$ cat config.mk
export PLATFORM = sky130hd
export DESIGN_NAME = upsample2x_stream
export DESIGN_NICKNAME = d
export VERILOG_FILES = /design/src/rtl/upsample2x_stream.sv
export SDC_FILE = /design/constraint.sdc
export NUM_CORES = 1
export LEC_CHECK = 0
export BUFFER_PORTS_ARGS = -buffer_cell sky130_fd_sc_hd__clkbuf_2
export CAP_MARGIN = 20
export CORE_MARGIN = 8
export CORE_UTILIZATION = 28
export CTS_BUF_LIST = sky130_fd_sc_hd__clkbuf_4 sky130_fd_sc_hd__clkbuf_8
export CTS_CLUSTER_DIAMETER = 120
export DETAILED_ROUTE_END_ITERATION = 6
export PLACE_DENSITY = 0.56
export SLEW_MARGIN = 5
export SYNTH_ARGS = -nofsm -noshare
export SYNTH_HDL_FRONTEND = slang
export SYNTH_SLANG_ARGS = --single-unit
$ cat constraint.sdc
create_clock -name clk -period 1.8 [get_ports clk]
set_input_delay 0.45 -clock clk [delete_from_list [all_inputs] [get_ports clk]]
set_output_delay 0.45 -clock clk [all_outputs]
set_load 0.02 [all_outputs]
$ cat src/rtl/upsample2x_stream.sv
// upsample2x_stream
//
// Row-streaming 2x2 upsampler. Takes a DIM/2 x DIM/2 feature map one row per
// handshake and emits a DIM x DIM map one row per handshake. Each accepted
// input row is held in a single buffer and produces two output rows: TOP
// (even row 2r) and BOT (odd row 2r+1).
//
// Build option:
//   UPSAMPLE_UNPOOL_EN  defined   -> max-unpool. Each value goes to the one
//                                    position of its 2x2 block named by its
//                                    argmax code. The other three are zero.
//                       undefined -> nearest-neighbour replication.
//
// Ports:
//   clk          rising-edge clock
//   rst          synchronous, active-high reset
//   in_valid     input row valid
//   in_ready     block can accept an input row (combinational from out_ready)
//   in_row       input row, element j = column j
//   in_idx       argmax code per element, 0=TL 1=TR 2=BL 3=BR (unpool only)
//   out_valid    output row valid
//   out_ready    consumer accepts the output row
//   out_row      output row, DIM elements
//   out_row_num  index of the current output row, 0..DIM-1
//   out_last     high with out_valid on row DIM-1 (end of frame)

module upsample2x_stream #(
   parameter int BITS = 8,
   parameter int DIM  = 32
) (
   input  logic                           clk,
   input  logic                           rst,
   input  logic                           in_valid,
   output logic                           in_ready,
   input  logic [DIM/2-1:0][BITS-1:0]     in_row,
`ifdef UPSAMPLE_UNPOOL_EN
   input  logic [DIM/2-1:0][1:0]          in_idx,
`endif
   output logic                           out_valid,
   input  logic                           out_ready,
   output logic [DIM-1:0][BITS-1:0]       out_row,
   output logic [$clog2(DIM)-1:0]         out_row_num,
   output logic                           out_last
);

   localparam int HALF = DIM / 2;
   localparam int RW   = (HALF > 1) ? $clog2(HALF) : 1;

   typedef enum logic [1:0] {
      EMPTY = 2'd0,
      TOP   = 2'd1,
      BOT   = 2'd2
   } state_t;

   state_t                       state;
   logic [RW-1:0]                rowCnt;
   logic [HALF-1:0][BITS-1:0]    bufRow;
`ifdef UPSAMPLE_UNPOOL_EN
   logic [HALF-1:0][1:0]         bufIdx;
`endif

   logic isBot;

   assign isBot = (state == BOT);

   // Combinational ready lets BOT hand off and capture the next row in the
   // same cycle, which sustains one output row per cycle.
   assign in_ready = !rst && ((state == EMPTY) || (isBot && out_ready));

   // ---- state / buffer register ----
   always_ff @(posedge clk) begin
      if (rst) begin
         state  <= EMPTY;
         rowCnt <= '0;
         bufRow <= '0;
`ifdef UPSAMPLE_UNPOOL_EN
         bufIdx <= '0;
`endif
      end else begin
         case (state)
            EMPTY: begin
               if (in_valid) begin
                  bufRow <= in_row;
`ifdef UPSAMPLE_UNPOOL_EN
                  bufIdx <= in_idx;
`endif
                  state  <= TOP;
               end
            end
            TOP: begin
               if (out_ready) state <= BOT;
            end
            BOT: begin
               if (out_ready) begin
                  // HALF need not be a power of two, so wrap explicitly.
                  rowCnt <= (rowCnt == RW'(HALF - 1)) ? '0 : rowCnt + 1'b1;
                  if (in_valid) begin
                     bufRow <= in_row;
`ifdef UPSAMPLE_UNPOOL_EN
                     bufIdx <= in_idx;
`endif
                     state  <= TOP;
                  end else begin
                     state  <= EMPTY;
                  end
               end
            end
            default: state <= EMPTY;
         endcase
      end
   end

   // ---- output decode from registered state ----
   assign out_valid   = (state != EMPTY);
   assign out_row_num = {rowCnt, isBot};
   assign out_last    = out_valid && (out_row_num == ($clog2(DIM))'(DIM - 1));

   always_comb begin
      out_row = '0;
      if (out_valid) begin
         for (int j = 0; j < HALF; j++) begin
`ifdef UPSAMPLE_UNPOOL_EN
            // Code {bot,right} picks which of the four block positions gets v.
            if (bufIdx[j] == {isBot, 1'b0}) out_row[2*j]   = bufRow[j];
            if (bufIdx[j] == {isBot, 1'b1}) out_row[2*j+1] = bufRow[j];
`else
            out_row[2*j]   = bufRow[j];
            out_row[2*j+1] = bufRow[j];
`endif
         end
      end
   end

endmodule
==> results of run 1 <==
-- placed cells by master, fill, tap and decap left out, types with 2 or more instances in the layout --
cell	synthesis	layout
sky130_fd_sc_hd__dfxtp_2	0	4
sky130_fd_sc_hd__o21ai_0	118	118
sky130_fd_sc_hd__a21oi_1	130	130
sky130_fd_sc_hd__inv_6	0	4
sky130_fd_sc_hd__buf_2	33	79
sky130_fd_sc_hd__buf_12	0	11
sky130_fd_sc_hd__nand2_1	3	3
sky130_fd_sc_hd__o21ai_1	10	10
sky130_fd_sc_hd__nand2b_4	0	2
sky130_fd_sc_hd__clkbuf_4	0	2
sky130_fd_sc_hd__and2_4	0	14
sky130_fd_sc_hd__clkbuf_8	0	27
sky130_fd_sc_hd__nand3_1	130	129
sky130_fd_sc_hd__and2_2	0	98
sky130_fd_sc_hd__buf_4	129	22
sky130_fd_sc_hd__and2_1	128	16
sky130_fd_sc_hd__clkinv_4	0	2
sky130_fd_sc_hd__nor2_1	5	5
sky130_fd_sc_hd__dfxtp_1	134	130
sky130_fd_sc_hd__clkinvlp_4	0	5
sky130_fd_sc_hd__clkbuf_2	1	296
sky130_fd_sc_hd__buf_16	0	2
-- power by group through the flow --
stage / Sequential (mW) / Combinational [mW] / Clock (mW)
floorplan: 3.27 / 1.01 / 0
global placement: 3.29 / 1.43 / 0
detailed placement: 3.30 / 1.43 / 0
CTS: 3.23 / 1.49 / 2.64
global route: 3.25 / 1.62 / 2.75
finish: 3.23 / 1.48 / 2.51
-- metrics by stage --
step	setup TNS, ps	hold WS (ps)
global route	-94720	182.5
floorplan	-2728	448.8
CTS	-85820	181.8
detailed placement	0	461.6
global placement	0	456.5
finish	-70470	225.8
-- repair_timing --
item / in CTS / in global routing
gates cloned: 1 / 0
endpoints found under the setup margin: 259 / 260
buffers inserted: 3 / 0
resized for setup: 36 / 105
pin swaps: 2 / 0
hold endpoints to repair: 0 / 0
-- cell type report --
cell class / count / area, sq um
clock buffers: 20 / 262.8
flip-flops and latches: 134 / 2688
fillers: 2639 / 15820
multi-input cells: 542 / 3132
clock inverters: 12 / 120.1
well taps: 330 / 412.9
repair buffers: 420 / 2452
-- state kept, by name, summed over array words and instances (netlist names) --
signal,flops
bufRow,128
state,2
rowCnt,4
-- tightest hold or removal path, stage by stage --
cell and delay [ps]:
sky130_fd_sc_hd__clkbuf_2 80, sky130_fd_sc_hd__nand3_1 50, sky130_fd_sc_hd__a21oi_1 50
-- worst max path at each step --
stage / startpoint / to / cells after the start
global route: state[1] / out_row[121] / 4
CTS: state[1] / out_row[69] / 4
detailed placement: state[1] / out_row[109] / 4
global placement: state[1] / out_row[109] / 4
floorplan: state[1] / out_row[104] / 5
finish: state[1] / out_row[69] / 4
-- per-layer routing --
layer | GRT usage | vias to the layer above | part of all wire
li1 | - | 3342 | -
met2 | 0.2677 | 286 | 0.48
met1 | 0.1808 | 3133 | 0.42
met4 | 0.03527 | 2 | 0.0066
met5 | 0 | - | 0.00053
met3 | 0.06683 | 11 | 0.093
-- cells by family (layout without fill, tap and decap cells) --
group           Yosys count  count (layout)  synth area share
compound gates          261             261            0.1872
xor+xnor                  1               1          0.001246
fa+ha+maj                 1               1          0.001779
buf+inv                 215             452            0.2035
flops                   134             134            0.3814
mux                       1               1          0.001423
simple gates            278             278            0.2234
==> impl_metrics.py, run 1 <==
metrics = {
    "power_and_ir_drop": {
        "p_sw_mw": 2.316,
        "vdd_ir_drop_max_mv": 0.3208,
        "power.density_nw_per_um2": 796.1,
        "share_comb_of_total_power": 0.204,
        "power_leakage_nw": 4.328,
        "share_clk_of_total_power": 0.348,
        "p_total_mw": 7.219,
        "internal_power_of_the_cells_mw": 4.902,
        "power_switching_share": 0.3209,
        "share_seq_of_total_power": 0.447,
    },
    "logic_synthesis": {
        "synth_enable_flop_cells": 0,
        "syn_area_sq_um": 7033,
        "synth-warning-count": 0,
        "synthDistinctLibCells": 30,
        "synth_fp_nets": 1024,
        "ys_top_cells_by_count": "sky130_fd_sc_hd__dfxtp_1 (134), sky130_fd_sc_hd__a21oi_1 (130), sky130_fd_sc_hd__nand3_1 (130), sky130_fd_sc_hd__buf_4 (129), sky130_fd_sc_hd__and2_1 (128)",
        "synth_sequential_area_ratio": 0.3814,
        "area_share_of_the_leading_cell_type_in_the_synthesized_netlist": 0.3814,
        "share_of_synthesized_flip_flops_with_an_asynchronous_set_or_reset": 0,
        "most_repeated_cell_in_the_gate_level_netlist_after_synthesis": "sky130_fd_sc_hd__dfxtp_1",
        "postSynth.topFlopCell": "sky130_fd_sc_hd__dfxtp_1",
        "postSynthAreaPerCell_sq_um": 7.893,
        "netlist_instances": 891,
        "ys_top_cells_by_area": "sky130_fd_sc_hd__dfxtp_1 (38%), sky130_fd_sc_hd__buf_4 (14%), sky130_fd_sc_hd__and2_1 (11%)",
        "yosys_register_bits": 134,
        "cell_taking_the_most_area_after_synthesis": "sky130_fd_sc_hd__dfxtp_1",
    },
    "route": {
        "avgRoutedWirePerCell_um": 16.91,
        "routed_vias_inst": 4.646,
        "drt_iter0_drc": 410,
        "vias": 6774,
        "drt_drc_violations_left": 0,
        "first_pass_iters": 4,
        "postRouteAntennaNets": 0,
        "wirelength_um": 24660,
    },
    "placed_design": {
        "placement.setup.worst_slack_ps": 121.0,
        "place.gp.congestion": 0.7227,
        "post-dp-hpwl_um": 17080,
        "buffer_ports.inserted": 395,
        "dp_cells": 1422,
        "dpl_cell_area_sq_um": 8468,
    },
    "finish": {
        "insertedDiodeCount": 0,
        "drive_above_1_share": 0.5106,
        "final_area_sq_um": 9067,
        "finish.cell_count_without_fillers": 1458,
        "area_delta_synth_final_pct": 28.93,
        "final_net_count": 1248,
        "final_core_density": 0.3643,
    },
    "global_routing": {
        "grtUsageTotal": 0.1576,
        "grt_pass1_vias": 7077,
        "grt_pass1_wl_um": 39330,
        "grt.overflow.total": 0,
        "number_of_antenna_violations_at_the_first_check_in_global_routing": 1,
        "maximum_number_of_pins_on_one_net_before_global_route_repair": 82,
    },
    "timing": {
        "setup_slack_ps": -314.2,
        "hold_viol_final": 0,
        "timing.final.crit_share": 1.175,
        "report.final.slew_viol_count": 0,
        "grt_setup_unrepaired": "true",
        "finalCriticalPeriod_ps": 2114,
        "finalSetupViolations": 259,
        "worst_clock_skew_ps": 12.34,
        "fmaxAchievable_mhz": 473.0,
        "timing.max_slew.rel_slack": 0.7565,
        "tightestPinTransition_ps": 365.3,
    },
    "worst_hold_path": {
        "holdCritPathClass": "in -> reg",
        "min_delay_path_depth": 3,
        "hold_end": "bufRow[107]",
        "worst_hold_startpoint": "in_row[107]",
    },
    "cts": {
        "max-clock-path-buffers": 2,
        "tritoncts": "yes",
        "holdBufCountCts": 0,
        "worst_skew_pair.late_latency_ps": 440,
        "cts_root_buffer": "sky130_fd_sc_hd__clkbuf_8",
        "clkSlewWorstSetupHoldPaths_ps": 100,
        "cts_htree_levels": 4,
        "cts_inserted_buffers": 17,
        "clock-sinks": 134,
    },
    "critical_path": {
        "crit_path_end_kind": "primary output",
        "cp.buffers_inverters": 2,
        "crit-reg2reg-capture": "bufRow[56]",
        "crit_path_top_delay_cell": "sky130_fd_sc_hd__dfxtp_1",
        "cpPeakStageDelay_ps": 320,
        "timing.reg2reg.setup_slack_ps": 390,
        "worst_path_dominant_cell_family": "simple AND/OR/NAND/NOR gates",
        "crit_path_cell_trace": "or2_4 > buf_16 > and2_2 > buf_2",
        "worstSetupPathType": "reg -> out",
        "crit_fanout": 45,
        "required_ps": 1350,
        "start_kind": "flop",
        "worst_ep_arrival_time_ps": 1660,
        "reg2regPathDepth": 5,
        "timing.rr.start": "state[1]",
    },
    "floorplan": {
        "die_w_um": 174.5,
        "initial_core_utilization": 0.2825,
        "placementRows": 58,
        "die_height_um": 174.5,
        "floorplan.io_pins": 396,
        "core_sq_um": 24890,
        "die_area_sq_um": 30450,
    },
    "flow_run": {
        "max_cap_violations": 0,
    },
    "run_status": {
        "violations_in_the_final_reports": "setup timing",
        "status": "finished with violations",
    },
}
(Power assumes the default switching activity.)
==> run 2, diff against run 1 <==
- ABC_AREA: unset -> 1
- CAP_MARGIN: 20 -> unset
- MAX_ROUTING_LAYER: unset -> met4
- PLACE_DENSITY: 0.56 -> 0.54
==> impl_metrics.py, run 2 <==
metrics = {
    "run_status": {
        "status": "finished with violations",
        "violations_in_the_final_reports": "setup timing",
    },
    "global_routing": {
        "grtUsageTotal": 0.1481,
        "grt_pass1_vias": 7482,
        "maximum_number_of_pins_on_one_net_before_global_route_repair": 79,
        "grt.overflow.total": 0,
        "global_route.usage.met2": 0.2587,
        "grt_use_met3": 0.03320,
        "use_met1": 0.1692,
        "grt_pass1_wl_um": 39850,
        "grt_most_used_layer": "met2",
        "number_of_antenna_violations_at_the_first_check_in_global_routing": 0,
    },
    "floorplan": {
        "floorplan.io_pins": 396,
        "placementRows": 61,
        "initial_core_utilization": 0.2841,
        "die_w_um": 183.9,
        "die_area_sq_um": 33820,
        "die_height_um": 183.9,
        "core_sq_um": 27780,
    },
    "timing": {
        "finalSetupViolations": 259,
        "grt_setup_unrepaired": "true",
        "timing.max_slew.rel_slack": 0.7445,
        "fmaxAchievable_mhz": 487.3,
        "report.final.slew_viol_count": 0,
        "tightestPinTransition_ps": 383.3,
        "hold_viol_final": 0,
        "setup_slack_ps": -252.3,
        "worst_clock_skew_ps": 21.61,
        "finalCriticalPeriod_ps": 2052,
        "timing.final.crit_share": 1.140,
    },
    "logic_synthesis": {
        "synth_simple_gate_area_frac": 0.3172,
        "cell_taking_the_most_area_after_synthesis": "sky130_fd_sc_hd__dfxtp_1",
        "area_share_of_the_leading_cell_type_in_the_synthesized_netlist": 0.3399,
        "synth-warning-count": 0,
        "muxShareOfSynthArea": 0,
        "syn_area_sq_um": 7893,
        "synth_compound_gate_area_share": 0.08687,
        "main_combinational_cell_family_by_area_after_synthesis": "simple AND/OR/NAND/NOR gates",
        "synthDistinctLibCells": 22,
        "most_repeated_cell_in_the_gate_level_netlist_after_synthesis": "sky130_fd_sc_hd__nor2_1",
        "postSynthAreaPerCell_sq_um": 6.833,
        "synthAdderAreaFrac": 0.001585,
        "ys_top_cells_by_area": "sky130_fd_sc_hd__dfxtp_1 (34%), sky130_fd_sc_hd__buf_4 (14%), sky130_fd_sc_hd__nor2_1 (12%)",
        "synth_sequential_area_ratio": 0.3399,
        "synth_enable_flop_cells": 0,
        "ys_top_cells_by_count": "sky130_fd_sc_hd__nor2_1 (260), sky130_fd_sc_hd__buf_4 (142), sky130_fd_sc_hd__inv_1 (135), sky130_fd_sc_hd__nand2_1 (135), sky130_fd_sc_hd__dfxtp_1 (134)",
        "yosys_register_bits": 134,
        "postSynth.topFlopCell": "sky130_fd_sc_hd__dfxtp_1",
        "synth_xor_area_frac": 0.001110,
        "netlist_instances": 1155,
        "synth_fp_nets": 1288,
        "share_of_synthesized_flip_flops_with_an_asynchronous_set_or_reset": 0,
    },
    "route": {
        "postRouteAntennaNets": 0,
        "first_pass_iters": 4,
        "vias": 7585,
        "drt_drc_violations_left": 0,
        "routed_vias_inst": 4.254,
        "wirelength_um": 26250,
        "drt_iter0_drc": 325,
        "avgRoutedWirePerCell_um": 14.72,
    },
    "finish": {
        "most-common-layout-cells": "sky130_fd_sc_hd__clkbuf_2 (196), sky130_fd_sc_hd__nor2_1 (163), sky130_fd_sc_hd__nand2_1 (135)",
        "multiInputGateArea_sq_um": 3694,
        "final_core_density": 0.3904,
        "drive_above_1_share": 0.4064,
        "top_regs": "bufRow: 128 flops, rowCnt: 4 flops, state: 2 flops",
        "largest_reg_flops": 128,
        "final_net_count": 1525,
        "area_delta_synth_final_pct": 37.41,
        "registers.top_by_ff_count": "bufRow",
        "seqCellArea_sq_um": 2685,
        "insertedDiodeCount": 0,
        "fill_cells": 3055,
        "commonest_non_fill_non_tap_cell_in_the_layout": "sky130_fd_sc_hd__clkbuf_2",
    },
    "critical_path": {
        "crit-reg2reg-capture": "bufRow[65]",
        "timing.rr.start": "state[1]",
        "timing.critical_path.from": "state[0]",
        "start_kind": "flop",
        "timing.critical_path.to": "out_row[157]",
        "reg2regPathDepth": 9,
        "crit_fanout": 8,
        "required_ps": 1350,
        "timing.reg2reg.setup_slack_ps": 160,
        "worst_ep_arrival_time_ps": 1600,
        "crit_path_end_kind": "primary output",
        "worstSetupPathType": "reg -> out",
    },
    "cts": {
        "cts_htree_levels": 4,
        "clkSlewWorstSetupHoldPaths_ps": 100,
        "cts_inserted_buffers": 17,
        "max-clock-path-buffers": 2,
        "cts_root_buffer": "sky130_fd_sc_hd__clkbuf_8",
        "tritoncts": "yes",
        "worst_skew_pair.late_latency_ps": 440,
        "clock-sinks": 134,
    },
    "power_and_ir_drop": {
        "power.density_nw_per_um2": 812.6,
        "vdd_ir_drop_max_mv": 0.4768,
        "p_total_mw": 8.813,
        "power_leakage_nw": 5.231,
    },
    "worst_hold_path": {
        "holdCritPathClass": "in -> reg",
        "worst_hold_startpoint": "in_row[75]",
    },
    "placed_design": {
        "post-dp-hpwl_um": 18330,
        "place.gp.congestion": 0.8183,
        "placement.setup.worst_slack_ps": 111.0,
        "buffer_ports.inserted": 395,
    },
    "flow_run": {
        "max_cap_violations": 0,
    },
}
run 2: cell types whose count changed in the layout (fill, tap and decap cells not counted), sizes merged, moves of 2 or more:
| cell | change |
|---|---|
| and2 | -128 |
| clkbuf | -67 |
| nand3b | +127 |
| a21oi | +2 |
| bufinv | +2 |
| nor2b | -2 |
| nand2 | +135 |
| nor2 | +255 |
| o21ai | -126 |
| inv | +137 |
| buf | +78 |
| nand3 | -126 |
| nand2b | -2 |
| clkinvlp | -2 |
run 2: final cells by class:
type | instances | area share
inverter | 137 | 0.04834
tap | 378 | 0.04361
clock buffer | 19 | 0.02353
sequential | 134 | 0.2476
multi-input combinational | 670 | 0.3406
clock inverter | 13 | 0.01569
timing repair buffer | 432 | 0.2807
run 2: power breakdown:
group	internal (mW)	switching, mW	total, mW
registers	3.23	0.132	3.36
logic	1.06	1.62	2.68
clock network	1.44	1.33	2.77
total	5.73	3.08	8.81
run 2: kinds of logic after synthesis:
logic type,count (synthesis)
compound gates,136
flops,134
xor+xnor,1
simple gates,532
buf+inv,351
fa+ha+maj,1
run 2: worst min path at each step:
stage | endpoint | slack, ps | cells past startpoint
3_3_place_gp | bufRow[77] | 460 | 2
6_report | bufRow[75] | 300 | 4
3_5_place_dp | bufRow[40] | 470 | 2
4_1_cts | state[0] | 250 | 2
2_1_floorplan | bufRow[0] | 450 | 2
5_1_grt | bufRow[18] | 270 | 4
run 2: critical path, stage by stage, from the launching register on:
cell	delay, ps
sky130_fd_sc_hd__dfxtp_2	350
sky130_fd_sc_hd__inv_2	50
sky130_fd_sc_hd__nand2_4	90
sky130_fd_sc_hd__inv_8	60
sky130_fd_sc_hd__buf_12	150
sky130_fd_sc_hd__buf_16	150
sky130_fd_sc_hd__nor2_4	130
sky130_fd_sc_hd__clkbuf_8	170
run 2: metrics by stage:
stage | cell area, sq um | std cells | hold slack [ps] | TNS, ps
final | 10850 | 1783 | 304.0 | -46840
after global placement | 9258 | 1743 | 459.9 | 0
after CTS | 10400 | 1781 | 253.1 | -60450
after global routing | 10850 | 1783 | 269.0 | -75650
after floorplan | 7943 | 1155 | 451.6 | -9482
after detailed placement | 9258 | 1743 | 467.0 | 0
run 2: per-layer routing:
metal	share of wire	routed length, um
met1	0.43	11200
met2	0.51	13470
met3	0.048	1254
met4	0.012	328
met5	0	0
run 2: repair_timing:
action / CTS / global route
setup endpoints to repair: 259 / 260
buffers inserted: 3 / 0
gates resized for setup: 184 / 282
hold buffers: 0 / 0
cloned: 3 / 2
==> run 3, diff against run 2 <==
- CTS_BUF_LIST: sky130_fd_sc_hd__clkbuf_4 sky130_fd_sc_hd__clkbuf_8 -> unset
==> impl_metrics.py, run 3 (synthesis results as in run 2) <==
metrics = {
    "placed_design": {
        "dp_cells": 1743,
        "buffer_ports.inserted": 395,
        "post-dp-hpwl_um": 18330,
        "placement.setup.worst_slack_ps": 111.0,
        "place.gp.congestion": 0.8183,
    },
    "power_and_ir_drop": {
        "vdd_ir_drop_max_mv": 0.4761,
        "p_total_mw": 9.729,
        "power.density_nw_per_um2": 881.7,
        "power_leakage_nw": 5.319,
    },
    "cts": {
        "holdBufCountCts": 0,
        "clock-sinks": 134,
        "clkSlewWorstSetupHoldPaths_ps": 70,
        "cts_htree_levels": 4,
        "tritoncts": "yes",
        "cts_inserted_buffers": 17,
        "max-clock-path-buffers": 2,
        "worst_skew_pair.late_latency_ps": 410,
        "cts_root_buffer": "sky130_fd_sc_hd__clkbuf_16",
    },
    "global_routing": {
        "grt_pass1_vias": 7500,
        "number_of_antenna_violations_at_the_first_check_in_global_routing": 0,
        "maximum_number_of_pins_on_one_net_before_global_route_repair": 79,
        "grt.overflow.total": 0,
        "grt_pass1_wl_um": 40060,
        "grtUsageTotal": 0.1489,
    },
    "finish": {
        "finish.cell_count_without_fillers": 1783,
        "commonest_non_fill_non_tap_cell_in_the_layout": "sky130_fd_sc_hd__clkbuf_2",
        "seqCellArea_sq_um": 2685,
        "fill_cells": 3024,
        "insertedDiodeCount": 0,
        "multiInputGateArea_sq_um": 3674,
        "drive_above_1_share": 0.4071,
        "top_regs": "bufRow: 128 flops, rowCnt: 4 flops, state: 2 flops",
        "most-common-layout-cells": "sky130_fd_sc_hd__clkbuf_2 (194), sky130_fd_sc_hd__nor2_1 (161), sky130_fd_sc_hd__nand2_1 (135)",
        "registers.top_by_ff_count": "bufRow",
        "final_core_density": 0.3972,
        "largest_reg_flops": 128,
        "final_net_count": 1525,
        "area_delta_synth_final_pct": 39.81,
    },
    "timing": {
        "worst_clock_skew_ps": 11.22,
        "timing.max_slew.rel_slack": 0.7426,
        "hold_viol_final": 0,
        "finalSetupViolations": 258,
        "report.final.slew_viol_count": 0,
        "finalCriticalPeriod_ps": 2015,
        "timing.final.crit_share": 1.119,
        "setup_slack_ps": -214.7,
        "fmaxAchievable_mhz": 496.4,
        "tightestPinTransition_ps": 386.2,
        "grt_setup_unrepaired": "true",
    },
    "route": {
        "avgRoutedWirePerCell_um": 14.77,
        "first_pass_iters": 4,
        "routed_vias_inst": 4.234,
        "maxUsedRoutingLayer": "met4",
        "dr_wl_met2_um": 13540,
        "drt_iter0_drc": 354,
        "wirelength_um": 26330,
        "drt_drc_violations_left": 0,
        "postRouteAntennaNets": 0,
        "route.met3.wl_um": 1341,
        "route.layer.met1.wl_um": 11140,
        "vias": 7550,
    },
    "critical_path": {
        "cp.buffers_inverters": 4,
        "required_ps": 1350,
        "worst_path_dominant_cell_family": "buffers and inverters",
        "start_kind": "flop",
        "worstSetupPathType": "reg -> out",
        "crit_fanout": 31,
        "worst_ep_arrival_time_ps": 1560,
        "crit_path_cell_trace": "inv_2 > nand2_4 > inv_8 > buf_16 > nor2_2 > clkbuf_2",
        "cpPeakStageDelay_ps": 340,
        "crit_path_top_delay_cell": "sky130_fd_sc_hd__dfxtp_2",
        "crit_path_end_kind": "primary output",
    },
    "floorplan": {
        "floorplan.io_pins": 396,
        "initial_core_utilization": 0.2841,
        "die_w_um": 183.9,
        "placementRows": 61,
        "die_area_sq_um": 33820,
        "die_height_um": 183.9,
        "core_sq_um": 27780,
    },
    "worst_hold_path": {
        "holdCritPathClass": "in -> reg",
    },
    "run_status": {
        "status": "finished with violations",
        "violations_in_the_final_reports": "setup timing",
    },
    "flow_run": {
        "max_cap_violations": 0,
    },
}
==> run 3: changes by cell type in the layout (fill, tap and decap cells not counted), sizes merged <==
cell    previous run  this run
buf              193       196
clkbuf           258       255
==> run 3: stage by stage <==
stage / hold slack [ps] / TNS (ps) / cell area, sq um
final: 329.6 / -37650 / 11030
after global routing: 319.5 / -60850 / 11030
after CTS: 296.0 / -48220 / 10590
after detailed placement: 467.0 / 0 / 9258
after global placement: 459.9 / 0 / 9258
after floorplan: 451.6 / -9482 / 7943
==> run 3: path summary, 6_finish.rpt <==
kind / slack, ps / from / cells past startpoint / end
setup / recovery: -210 / state[0] / 6 / out_row[125]
hold / removal: 330 / in_row[75] / 4 / bufRow[75]
setup reg to reg: 170 / state[1] / 9 / bufRow[65]
hold reg to reg: 480 / bufRow[107] / 2 / bufRow[107]
==> run 3: per-layer routing <==
| metal | GRT usage | vias up |
|---|---|---|
| met5 | - | - |
| met4 | 0.03582 | 0 |
| met3 | 0.03439 | 18 |
| met2 | 0.2608 | 211 |
| met1 | 0.1697 | 3425 |
| li1 | - | 3896 |
==> run 3: power breakdown <==
group	switching, mW	total (mW)	internal [mW]
Clock	1.45	3.69	2.24
Sequential	0.132	3.37	3.23
Combinational	1.61	2.67	1.06
==> run 3: what timing repair did <==
| action | CTS | global route |
|---|---|---|
| pin swaps | 1 | 1 |
| cloned | 3 | 2 |
| resized for setup | 185 | 287 |
| setup buffers | 3 | 0 |
| endpoints found under the setup margin | 259 | 260 |
==> run 3: layout make-up <==
cell class,instances,share of cell area
Multi-Input combinational cell,670,0.3329
Timing Repair Buffer,432,0.2778
Sequential cell,134,0.2433
Inverter,137,0.04751
Tap cell,378,0.04286
Clock buffer,19,0.04014
Clock inverter,13,0.01542
==> run 3: tightest hold or removal path: cells and delay by family <==
family,cells,cell delay [ps]
buffers and inverters,1,70
AND/OR/NAND/NOR,3,200
